$ cat src/rtl/painterengine_gpu_dma_writer_mc.sv
// -----------------------------------------------------------------------------
// painterengine_gpu_dma_writer_mc
//
// AXI4 write-DMA master serving N_CH source streams. A start pulse selects one
// channel (one-hot router) and moves that channel's beats to memory, starting at
// its base address, split into INCR bursts. A burst never exceeds MAX_BURST beats
// and never crosses a 4 KB boundary. Only one burst is outstanding at any time,
// and AW and W never overlap. A bad B response or a stalled handshake ends the job
// with an error code.
//
// Optional feature macro: PAINTERENGINE_GPU_DMA_WRITER_STATS_EN
//   When defined, this adds o_wire_beat_count / o_wire_burst_count. Both clear on
//   start and saturate at their maximum value.
//
// Ports
//   i_wire_clock / i_wire_resetn   clock, asynchronous active-low reset
//   i_wire_start                   1-cycle job start pulse (ignored while busy)
//   i_wire_router [N_CH]           one-hot channel select, sampled on start
//   i_wire_address/length [32*N]   per-channel byte base address / length in beats
//   i_wire_data/data_valid         per-channel stream
//   o_wire_data_next [N_CH]        per-channel pop strobe (beat accepted)
//   o_wire_busy/done/error         job status; error_type: 0 ok, 1 router,
//                                  2 addr/len, 3 bresp, 4 timeout
//   o_wire_M_AXI_AW*/W*/B*         AXI4 write channels
// -----------------------------------------------------------------------------
module painterengine_gpu_dma_writer_mc #(
   parameter int N_CH      = 4,
   parameter int DATA_W    = 32,
   parameter int MAX_BURST = 256,
   parameter int TIMEOUT_W = 16
) (
   input  logic                     i_wire_clock,
   input  logic                     i_wire_resetn,
   input  logic                     i_wire_start,
   input  logic [N_CH-1:0]          i_wire_router,
   input  logic [32*N_CH-1:0]       i_wire_address,
   input  logic [32*N_CH-1:0]       i_wire_length,
   input  logic [DATA_W*N_CH-1:0]   i_wire_data,
   input  logic [N_CH-1:0]          i_wire_data_valid,
   output logic [N_CH-1:0]          o_wire_data_next,
   output logic                     o_wire_busy,
   output logic                     o_wire_done,
   output logic                     o_wire_error,
   output logic [2:0]               o_wire_error_type,
`ifdef PAINTERENGINE_GPU_DMA_WRITER_STATS_EN
   output logic [31:0]              o_wire_beat_count,
   output logic [15:0]              o_wire_burst_count,
`endif
   output logic [3:0]               o_wire_M_AXI_AWID,
   output logic [31:0]              o_wire_M_AXI_AWADDR,
   output logic [7:0]               o_wire_M_AXI_AWLEN,
   output logic [2:0]               o_wire_M_AXI_AWSIZE,
   output logic [1:0]               o_wire_M_AXI_AWBURST,
   output logic [3:0]               o_wire_M_AXI_AWCACHE,
   output logic                     o_wire_M_AXI_AWVALID,
   input  logic                     i_wire_M_AXI_AWREADY,
   output logic [DATA_W-1:0]        o_wire_M_AXI_WDATA,
   output logic [DATA_W/8-1:0]      o_wire_M_AXI_WSTRB,
   output logic                     o_wire_M_AXI_WLAST,
   output logic                     o_wire_M_AXI_WVALID,
   input  logic                     i_wire_M_AXI_WREADY,
   output logic                     o_wire_M_AXI_BREADY,
   input  logic [3:0]               i_wire_M_AXI_BID,
   input  logic [1:0]               i_wire_M_AXI_BRESP,
   input  logic                     i_wire_M_AXI_BVALID
);

   localparam int BYTES      = DATA_W / 8;
   localparam int BYTES_LOG2 = $clog2(BYTES);
   localparam int IDX_W      = (N_CH > 1) ? $clog2(N_CH) : 1;

   typedef enum logic [2:0] {
      ST_IDLE  = 3'd0,
      ST_CHECK = 3'd1,
      ST_CALC  = 3'd2,
      ST_AW    = 3'd3,
      ST_W     = 3'd4,
      ST_B     = 3'd5,
      ST_DONE  = 3'd6,
      ST_ERROR = 3'd7
   } state_t;

   state_t                  state_r, state_nx_s;
   logic [N_CH-1:0]         router_r;
   logic [IDX_W-1:0]        sel_r;
   logic [31:0]             addr_r, len_r, offset_r, cur_r, blen_r, beat_r;
   logic [TIMEOUT_W-1:0]    timer_r;
   logic [2:0]              error_type_r;

   logic                    start_ok_s;
   logic [IDX_W-1:0]        start_idx_s;
   logic [31:0]             start_addr_s, start_len_s;
   logic                    onehot_s, addr_len_ok_s;
   logic [31:0]             cur_s, room_s, remain_s, blen_s, blen_m1_s;
   logic                    aw_hs_s, w_valid_s, w_hs_s, b_hs_s, wlast_s, bresp_err_s;
   logic                    stall_s, tmo_s;
   logic [TIMEOUT_W-1:0]    timer_nx_s;
   logic                    unused_s;

   // BID is not needed: with a single outstanding burst every response is ours.
   assign unused_s = ^i_wire_M_AXI_BID;

   assign start_ok_s = i_wire_start &&
                       ((state_r == ST_IDLE) || (state_r == ST_DONE) || (state_r == ST_ERROR));

   // Lowest set router bit selects whose address/length get latched at start.
   always_comb begin
      start_idx_s = {IDX_W{1'b0}};
      for (int i = N_CH - 1; i >= 0; i--) begin
         if (i_wire_router[i]) begin
            start_idx_s = IDX_W'(i);
         end else begin
            start_idx_s = start_idx_s;
         end
      end
   end

   assign start_addr_s = i_wire_address[{start_idx_s, 5'd0} +: 32];
   assign start_len_s  = i_wire_length[{start_idx_s, 5'd0} +: 32];

   assign onehot_s      = (router_r != {N_CH{1'b0}}) &&
                          ((router_r & (router_r - N_CH'(1))) == {N_CH{1'b0}});
   assign addr_len_ok_s = (addr_r[BYTES_LOG2-1:0] == {BYTES_LOG2{1'b0}}) && (len_r != 32'd0);

   // Burst sizing: the smallest of MAX_BURST, the beats left, and the beats up to the next 4 KB page.
   // room_s is at least 1 because cur is always beat aligned.
   always_comb begin
      cur_s    = addr_r + (offset_r << BYTES_LOG2);
      room_s   = (32'd4096 - {20'd0, cur_s[11:0]}) >> BYTES_LOG2;
      remain_s = len_r - offset_r;
      blen_s   = 32'(MAX_BURST);
      if (remain_s < blen_s) begin
         blen_s = remain_s;
      end else begin
         blen_s = blen_s;
      end
      if (room_s < blen_s) begin
         blen_s = room_s;
      end else begin
         blen_s = blen_s;
      end
   end

   assign blen_m1_s   = blen_r - 32'd1;
   assign aw_hs_s     = (state_r == ST_AW) && i_wire_M_AXI_AWREADY;
   assign w_valid_s   = (state_r == ST_W) && i_wire_data_valid[sel_r];
   assign w_hs_s      = w_valid_s && i_wire_M_AXI_WREADY;
   assign wlast_s     = (beat_r == blen_m1_s);
   assign b_hs_s      = (state_r == ST_B) && i_wire_M_AXI_BVALID;
   assign bresp_err_s = (i_wire_M_AXI_BRESP >= 2'd2);

   // A stall is any AW/W/B cycle without that channel's handshake.
   assign stall_s    = ((state_r == ST_AW) && !aw_hs_s) ||
                       ((state_r == ST_W)  && !w_hs_s)  ||
                       ((state_r == ST_B)  && !b_hs_s);
   assign timer_nx_s = timer_r + TIMEOUT_W'(1);
   assign tmo_s      = stall_s && (timer_nx_s == {TIMEOUT_W{1'b1}});

   // State register.
   always_ff @(posedge i_wire_clock or negedge i_wire_resetn) begin
      if (!i_wire_resetn) begin
         state_r <= ST_IDLE;
      end else begin
         state_r <= state_nx_s;
      end
   end

   // Next-state logic.
   always_comb begin
      state_nx_s = state_r;
      case (state_r)
         ST_IDLE, ST_DONE, ST_ERROR: begin
            if (i_wire_start) begin
               state_nx_s = ST_CHECK;
            end else begin
               state_nx_s = state_r;
            end
         end
         ST_CHECK: begin
            if (!onehot_s || !addr_len_ok_s) begin
               state_nx_s = ST_ERROR;
            end else begin
               state_nx_s = ST_CALC;
            end
         end
         ST_CALC: state_nx_s = ST_AW;
         ST_AW: begin
            if (tmo_s) begin
               state_nx_s = ST_ERROR;
            end else if (aw_hs_s) begin
               state_nx_s = ST_W;
            end else begin
               state_nx_s = ST_AW;
            end
         end
         ST_W: begin
            if (tmo_s) begin
               state_nx_s = ST_ERROR;
            end else if (w_hs_s && wlast_s) begin
               state_nx_s = ST_B;
            end else begin
               state_nx_s = ST_W;
            end
         end
         ST_B: begin
            if (tmo_s) begin
               state_nx_s = ST_ERROR;
            end else if (b_hs_s && bresp_err_s) begin
               state_nx_s = ST_ERROR;
            end else if (b_hs_s && (offset_r == len_r)) begin
               state_nx_s = ST_DONE;
            end else if (b_hs_s) begin
               state_nx_s = ST_CALC;
            end else begin
               state_nx_s = ST_B;
            end
         end
         default: state_nx_s = ST_IDLE;
      endcase
   end

   // Job datapath: latched job parameters, burst position, timeout counter and error code.
   always_ff @(posedge i_wire_clock or negedge i_wire_resetn) begin
      if (!i_wire_resetn) begin
         router_r     <= {N_CH{1'b0}};
         sel_r        <= {IDX_W{1'b0}};
         addr_r       <= 32'd0;
         len_r        <= 32'd0;
         offset_r     <= 32'd0;
         cur_r        <= 32'd0;
         blen_r       <= 32'd0;
         beat_r       <= 32'd0;
         timer_r      <= {TIMEOUT_W{1'b0}};
         error_type_r <= 3'd0;
      end else if (start_ok_s) begin
         router_r     <= i_wire_router;
         sel_r        <= start_idx_s;
         addr_r       <= start_addr_s;
         len_r        <= start_len_s;
         offset_r     <= 32'd0;
         timer_r      <= {TIMEOUT_W{1'b0}};
         error_type_r <= 3'd0;
      end else begin
         case (state_r)
            ST_CHECK: begin
               if (!onehot_s) begin
                  error_type_r <= 3'd1;
               end else if (!addr_len_ok_s) begin
                  error_type_r <= 3'd2;
               end else begin
                  error_type_r <= 3'd0;
               end
            end
            ST_CALC: begin
               cur_r   <= cur_s;
               blen_r  <= blen_s;
               timer_r <= {TIMEOUT_W{1'b0}};
            end
            ST_AW: begin
               if (aw_hs_s) begin
                  beat_r  <= 32'd0;
                  timer_r <= {TIMEOUT_W{1'b0}};
               end else begin
                  timer_r <= timer_nx_s;
                  if (tmo_s) error_type_r <= 3'd4;
               end
            end
            ST_W: begin
               if (w_hs_s) begin
                  beat_r  <= beat_r + 32'd1;
                  timer_r <= {TIMEOUT_W{1'b0}};
                  if (wlast_s) offset_r <= offset_r + blen_r;
               end else begin
                  timer_r <= timer_nx_s;
                  if (tmo_s) error_type_r <= 3'd4;
               end
            end
            ST_B: begin
               if (b_hs_s) begin
                  timer_r <= {TIMEOUT_W{1'b0}};
                  if (bresp_err_s) error_type_r <= 3'd3;
               end else begin
                  timer_r <= timer_nx_s;
                  if (tmo_s) error_type_r <= 3'd4;
               end
            end
            default: begin
               timer_r <= timer_r;
            end
         endcase
      end
   end

   // Outputs decode from the state register, so an asynchronous reset clears them at once.
   always_comb begin
      o_wire_data_next     = {N_CH{1'b0}};
      o_wire_busy          = 1'b0;
      o_wire_done          = 1'b0;
      o_wire_error         = 1'b0;
      o_wire_error_type    = error_type_r;
      o_wire_M_AXI_AWID    = 4'd0;
      o_wire_M_AXI_AWADDR  = 32'd0;
      o_wire_M_AXI_AWLEN   = 8'd0;
      o_wire_M_AXI_AWSIZE  = 3'd0;
      o_wire_M_AXI_AWBURST = 2'b00;
      o_wire_M_AXI_AWCACHE = 4'b0000;
      o_wire_M_AXI_AWVALID = 1'b0;
      o_wire_M_AXI_WDATA   = {DATA_W{1'b0}};
      o_wire_M_AXI_WSTRB   = {BYTES{1'b0}};
      o_wire_M_AXI_WLAST   = 1'b0;
      o_wire_M_AXI_WVALID  = 1'b0;
      o_wire_M_AXI_BREADY  = 1'b0;
      case (state_r)
         ST_CHECK, ST_CALC: o_wire_busy = 1'b1;
         ST_AW: begin
            o_wire_busy          = 1'b1;
            o_wire_M_AXI_AWADDR  = cur_r;
            o_wire_M_AXI_AWLEN   = blen_m1_s[7:0];
            o_wire_M_AXI_AWSIZE  = 3'(BYTES_LOG2);
            o_wire_M_AXI_AWBURST = 2'b01;
            o_wire_M_AXI_AWCACHE = 4'b0010;
            o_wire_M_AXI_AWVALID = 1'b1;
         end
         ST_W: begin
            o_wire_busy             = 1'b1;
            o_wire_M_AXI_WDATA      = i_wire_data[sel_r*DATA_W +: DATA_W];
            o_wire_M_AXI_WSTRB      = {BYTES{1'b1}};
            o_wire_M_AXI_WLAST      = wlast_s;
            o_wire_M_AXI_WVALID     = w_valid_s;
            o_wire_data_next[sel_r] = w_hs_s;
         end
         ST_B: begin
            o_wire_busy         = 1'b1;
            o_wire_M_AXI_BREADY = 1'b1;
         end
         ST_DONE:  o_wire_done  = 1'b1;
         ST_ERROR: o_wire_error = 1'b1;
         default:  o_wire_busy  = 1'b0;
      endcase
   end

`ifdef PAINTERENGINE_GPU_DMA_WRITER_STATS_EN
   logic [31:0] beat_count_r;
   logic [15:0] burst_count_r;

   // Saturating per-job counters of W and B handshakes.
   always_ff @(posedge i_wire_clock or negedge i_wire_resetn) begin
      if (!i_wire_resetn) begin
         beat_count_r  <= 32'd0;
         burst_count_r <= 16'd0;
      end else if (start_ok_s) begin
         beat_count_r  <= 32'd0;
         burst_count_r <= 16'd0;
      end else begin
         if (w_hs_s && (beat_count_r != 32'hFFFF_FFFF)) beat_count_r <= beat_count_r + 32'd1;
         if (b_hs_s && (burst_count_r != 16'hFFFF)) burst_count_r <= burst_count_r + 16'd1;
      end
   end

   assign o_wire_beat_count  = beat_count_r;
   assign o_wire_burst_count = burst_count_r;
`endif

endmodule
$ cat config.mk
export PLATFORM = sky130hd
export DESIGN_NAME = painterengine_gpu_dma_writer_mc
export DESIGN_NICKNAME = d
export VERILOG_FILES = /design/src/rtl/painterengine_gpu_dma_writer_mc.sv
export SDC_FILE = /design/constraint.sdc
export NUM_CORES = 1
export LEC_CHECK = 0
export ABC_AREA = 1
export BUFFER_PORTS_ARGS = -buffer_cell sky130_fd_sc_hd__buf_2
export CORE_MARGIN = 10
export CORE_UTILIZATION = 30
export DETAILED_ROUTE_END_ITERATION = 12
export HOLD_SLACK_MARGIN = 0.02
export PLACE_DENSITY = 0.46
export SLEW_MARGIN = 20
export SYNTH_ARGS = -nofsm -noshare
export SYNTH_HDL_FRONTEND = slang
export SYNTH_SLANG_ARGS = --single-unit
$ cat constraint.sdc
create_clock -name i_wire_clock -period 9.2 [get_ports i_wire_clock]
set_clock_uncertainty 0.05 [all_clocks]
set_input_delay 1.84 -clock i_wire_clock [delete_from_list [all_inputs] [get_ports i_wire_clock]]
set_output_delay 1.84 -clock i_wire_clock [all_outputs]
set_load 0.02 [all_outputs]
==> results.md <==
- The run finished with clean final reports.
- For this block, the initial DRC count from the detailed router was 1216.
- The met3 global-route usage is 3.63%.
- The proportion of synthesized flip-flops having asynchronous set or reset is 100%.
- STA classifies the critical path startpoint as a register.
- Leaving out filler cells and counting taps, the final layout contains 4291.
- For the worst setup path, the data required time is 7310 ps.
- Entering global routing, the biggest net connects 147 pins.
- At the pin with the least slew margin, the transition time is between 1000 and 1500 ps.
- The number of global-route vias before repair came to between 20000 and 25000.
- The number of hold-slack violations in the final timing report is 0.
- The total of endpoints with negative setup slack in the final report is 0.
- The number of sinks handled by clock tree synthesis is 220.
- Global routing consumed, over all layers together, 20.8% of the routing resources.
- At the end of the flow, the number of nets in the layout was 3928.
- The relative max-transition margin is 26.7%.
- Based on the critical path, the design can be clocked at up to 176 MHz.
- The buffer type at the clock tree root is clkbuf_16.
- The critical path goes through inv_2, ha_1, nand3_1, nor2_2, nand2_1, nor2_2, nand3_1, nor2_2, nand3_1, o21ai_0, o2111ai_1, a211oi_1, nand4_1, nor2_1, nand3_1, nor3_1, buf_2.
- Global routing used 26.0% of the available met1 tracks.
- Adding up every negative setup slack in the final design gives 0 ps.
- The slowest stage of the critical path belongs to the cell dfrtp_1.
- In the routed design, unresolved DRC markers number 0.
- The path class of the tightest hold or removal check is register to register.
- Buffers inserted to repair hold after CTS numbered 0.
- The number of instances in the synthesized netlist is 2988.
- The number of enable flip-flop cells after synthesis is 0.
- In this run the deepest clock path goes through 3 buffers.
- The post-synthesis sequential element count is 220.
- The global-route wire length before repair is 125000 um.
- From synthesis to final layout, the design area changed by 21.4%.
- Across the VDD grid, the largest voltage drop is between 100 and 150 uV.
- The routing layer with the top usage in global route is met2.
- Post-CTS timing repair inserted 0 buffers for setup.
- In this design, the stage delay of the slowest critical-path cell is around 470 ps.
- The max-slew violation total from the final report is 0.
- STA classifies the critical path endpoint as an output port.
- The most prevalent standard cell on the critical path is nand3_1.
- The core outline area is 64600 um^2.
- The top-level port count is approximately 510.
- The leakage power summed over all cells is about 12 nW.
- The post-cts gate resize count is 0.
- Once the floorplan was initialized, standard cells occupied 30.3% of the core.
- The HPWL after detailed placement is 67900 um.
- The clock slew at the register clock pins of the worst setup and hold paths is 60 ps.
- The fill cell instance count of the final layout is 6990.
- The max capacitance violation total is 0.
- The number of input and output port buffers inserted is around 490.
- The register area share after synthesis is between 20 and 30%.
- After layout, the minimum clock period comes to 5680 ps.
- The number of warnings issued by yosys is 0.
- The average wire length per cell after detail routing is 19.3 um.
- Across all hold checks on the routed design, the worst slack comes to between 400 and 500 ps.
- The total length of routed wires is between 80000 and 90000 um.
- The number of vias in the routed layout is 21475.
- TritonCTS built the clock tree.
- The startpoint-to-endpoint class of the critical path is register to output port.
- The die outline area is 75900 um^2.
- The later-pin clock latency in the skew report is 590 ps.
- For this run, the leading register cell type out of synthesis is dfrtp_1.
- The synthesized netlist contains 65 unique library cells.
- The routed via count divided by cell count is 5.00.
- The die is 275 um tall.
- The worst reg-to-reg path cell count is 25.
- Of all nets on the critical path, the largest fanout is 5.
- The met2 usage in global routing is 36.5%.
- Counting tap cells, the placed design contains a total of 4237 instances.
- The most common library cell in the layout ignoring fill and taps is nand2_1.
- The floorplan has 93 rows.
- Summing every instance area after synthesis gives about 20000 um^2.
- Routability-driven placement finished with a final weighted congestion of 0.942.
- Setup repair after global routing left no endpoint under its margin.
- The post-route antenna net violation count is 0.
- The mean instance size in the synthesized netlist is 6.55 um^2.
- Data on the critical path arrives at its endpoint at 3790 ps.
- In the final layout, the share of cells above drive strength 1 is a little under a fifth.
- The worst hold path was traced through 2 stages.
- The total iterations of the first detailed-routing run is 5.
- The die outline width is 275 um.
- The initial antenna violation count is 3.
- The library cells used most frequently in the layout, excluding fill and tap cells, are nand2_1 (637), buf_2 (490), nor2_1 (423).
- The number of levels in the clock H-tree is 1.
- The part of the cycle the worst path needs is between 60% and 70%.
- For this run the aggregate overflow at the end of global routing stands at 0.
- In this run the power density over the cells is 256 nW/um^2.
- The number of CTS-inserted buffers is 30.
-- critical path: cells and delay by family, from the launching register on --
| kind | cells | cell delay (ps) |
|---|---|---|
| AOI/OAI and AO/OA | 3 | 440 |
| adders and majority gates | 1 | 210 |
| buffers and inverters | 2 | 340 |
| DFF | 1 | 470 |
| and+or+nand+nor | 11 | 1760 |
-- synth_stat cells, drive strengths merged, types with 2 or more instances --
cell type  instances  area [um^2]
o221ai             2         17.5
xor2              87          762
nor2             447         1790
conb               2         7.51
o211ai             4         30.0
nor3              51          292
o22ai             77          482
nor3b              3         22.5
fa                 3         60.1
and2               4         25.0
and3               2         12.5
a211oi             6         45.0
clkbuf            83          312
nand3            175          891
a21boi             6         45.0
nand4             40          272
ha               107         1340
o21bai             6         45.0
nand2            647         2470
a21oi            121          609
clkinv             3         11.3
xnor2             43          377
o311ai             2         17.5
nand3b            10         75.1
a31oi             67          419
a21o               5         37.5
dfrtp            220         5510
o21ai            242         1210
buf               43          265
inv              397         1490
o21a               6         45.0
o31ai              2         15.0
a221oi             2         17.5
a22oi             33          248
nor4              23          171
o2111ai            2         17.5
or2               10         62.6
-- routing by layer --
layer  wire length [um]  share of wire, %
met1              35400                43
met2              39400                48
met3               5940               7.2
met4               1890               2.3
met5                  0                 0
-- sequential cells by signal, indices dropped and copies added, names as in the netlist --
register	cells
timer_r	16
sel_r	2
blen_r	32
cur_r	32
len_r	32
addr_r	32
offset_r	32
router_r	4
beat_r	32
o_wire_error_type	3
state_r	3
-- cell families (layout without fill, tap and decap cells) --
logic type	count (synthesis)	count (layout)	synth area share [%]
and+or+nand+nor	1413	1413	31.1
AOI/OAI and AO/OA	587	587	17.2
buffers and inverters	526	963	10.6
DFF	220	220	28.1
xor gates and xnor gates	130	130	5.82
adders and majority gates	110	110	7.14
other	2	13	0.0384
-- power breakdown --
part           total [mW]  internal, mW  switching (mW)
clock network        1.18         0.696           0.483
registers            1.58          1.23           0.348
logic                3.33          1.09            2.23
-- area by class of cell --
class	instances	area, um^2	share of cell area [%]
Antenna cell	1	2.50	0.0105
Timing Repair Buffer	510	2630	11.1
Clock inverter	11	106	0.448
Clock buffer	42	886	3.73
Multi-Input combinational cell	2252	12100	50.7
Tap cell	855	1070	4.50
Sequential cell	220	5510	23.2
Inverter	400	1510	6.34
-- final timing paths --
kind,startpoint,endpoint,slack (ps)
max,blen_r[0],o_wire_M_AXI_WLAST,3520
min,cur_r[27],cur_r[27],430
max reg2reg,len_r[0],blen_r[10],4050
min reg2reg,cur_r[27],cur_r[27],430
max in group asynchronous,i_wire_resetn,timer_r[3],6540
min in group asynchronous,i_wire_resetn,addr_r[30],1140
-- per-stage QoR --
step                setup WS [ps]  area, um^2  util, %  power, mW
floorplan                    4420       19600        -       3.77
global placement             3950       22800     35.2       4.90
detailed placement           3910       22800     35.2       4.91
CTS                          3410       23800     36.8       6.13
global route                 3100       23800     36.8       6.63
finish                       3520       23800     36.8       6.08
No activity file was read; power rests on OpenSTA's default activity.
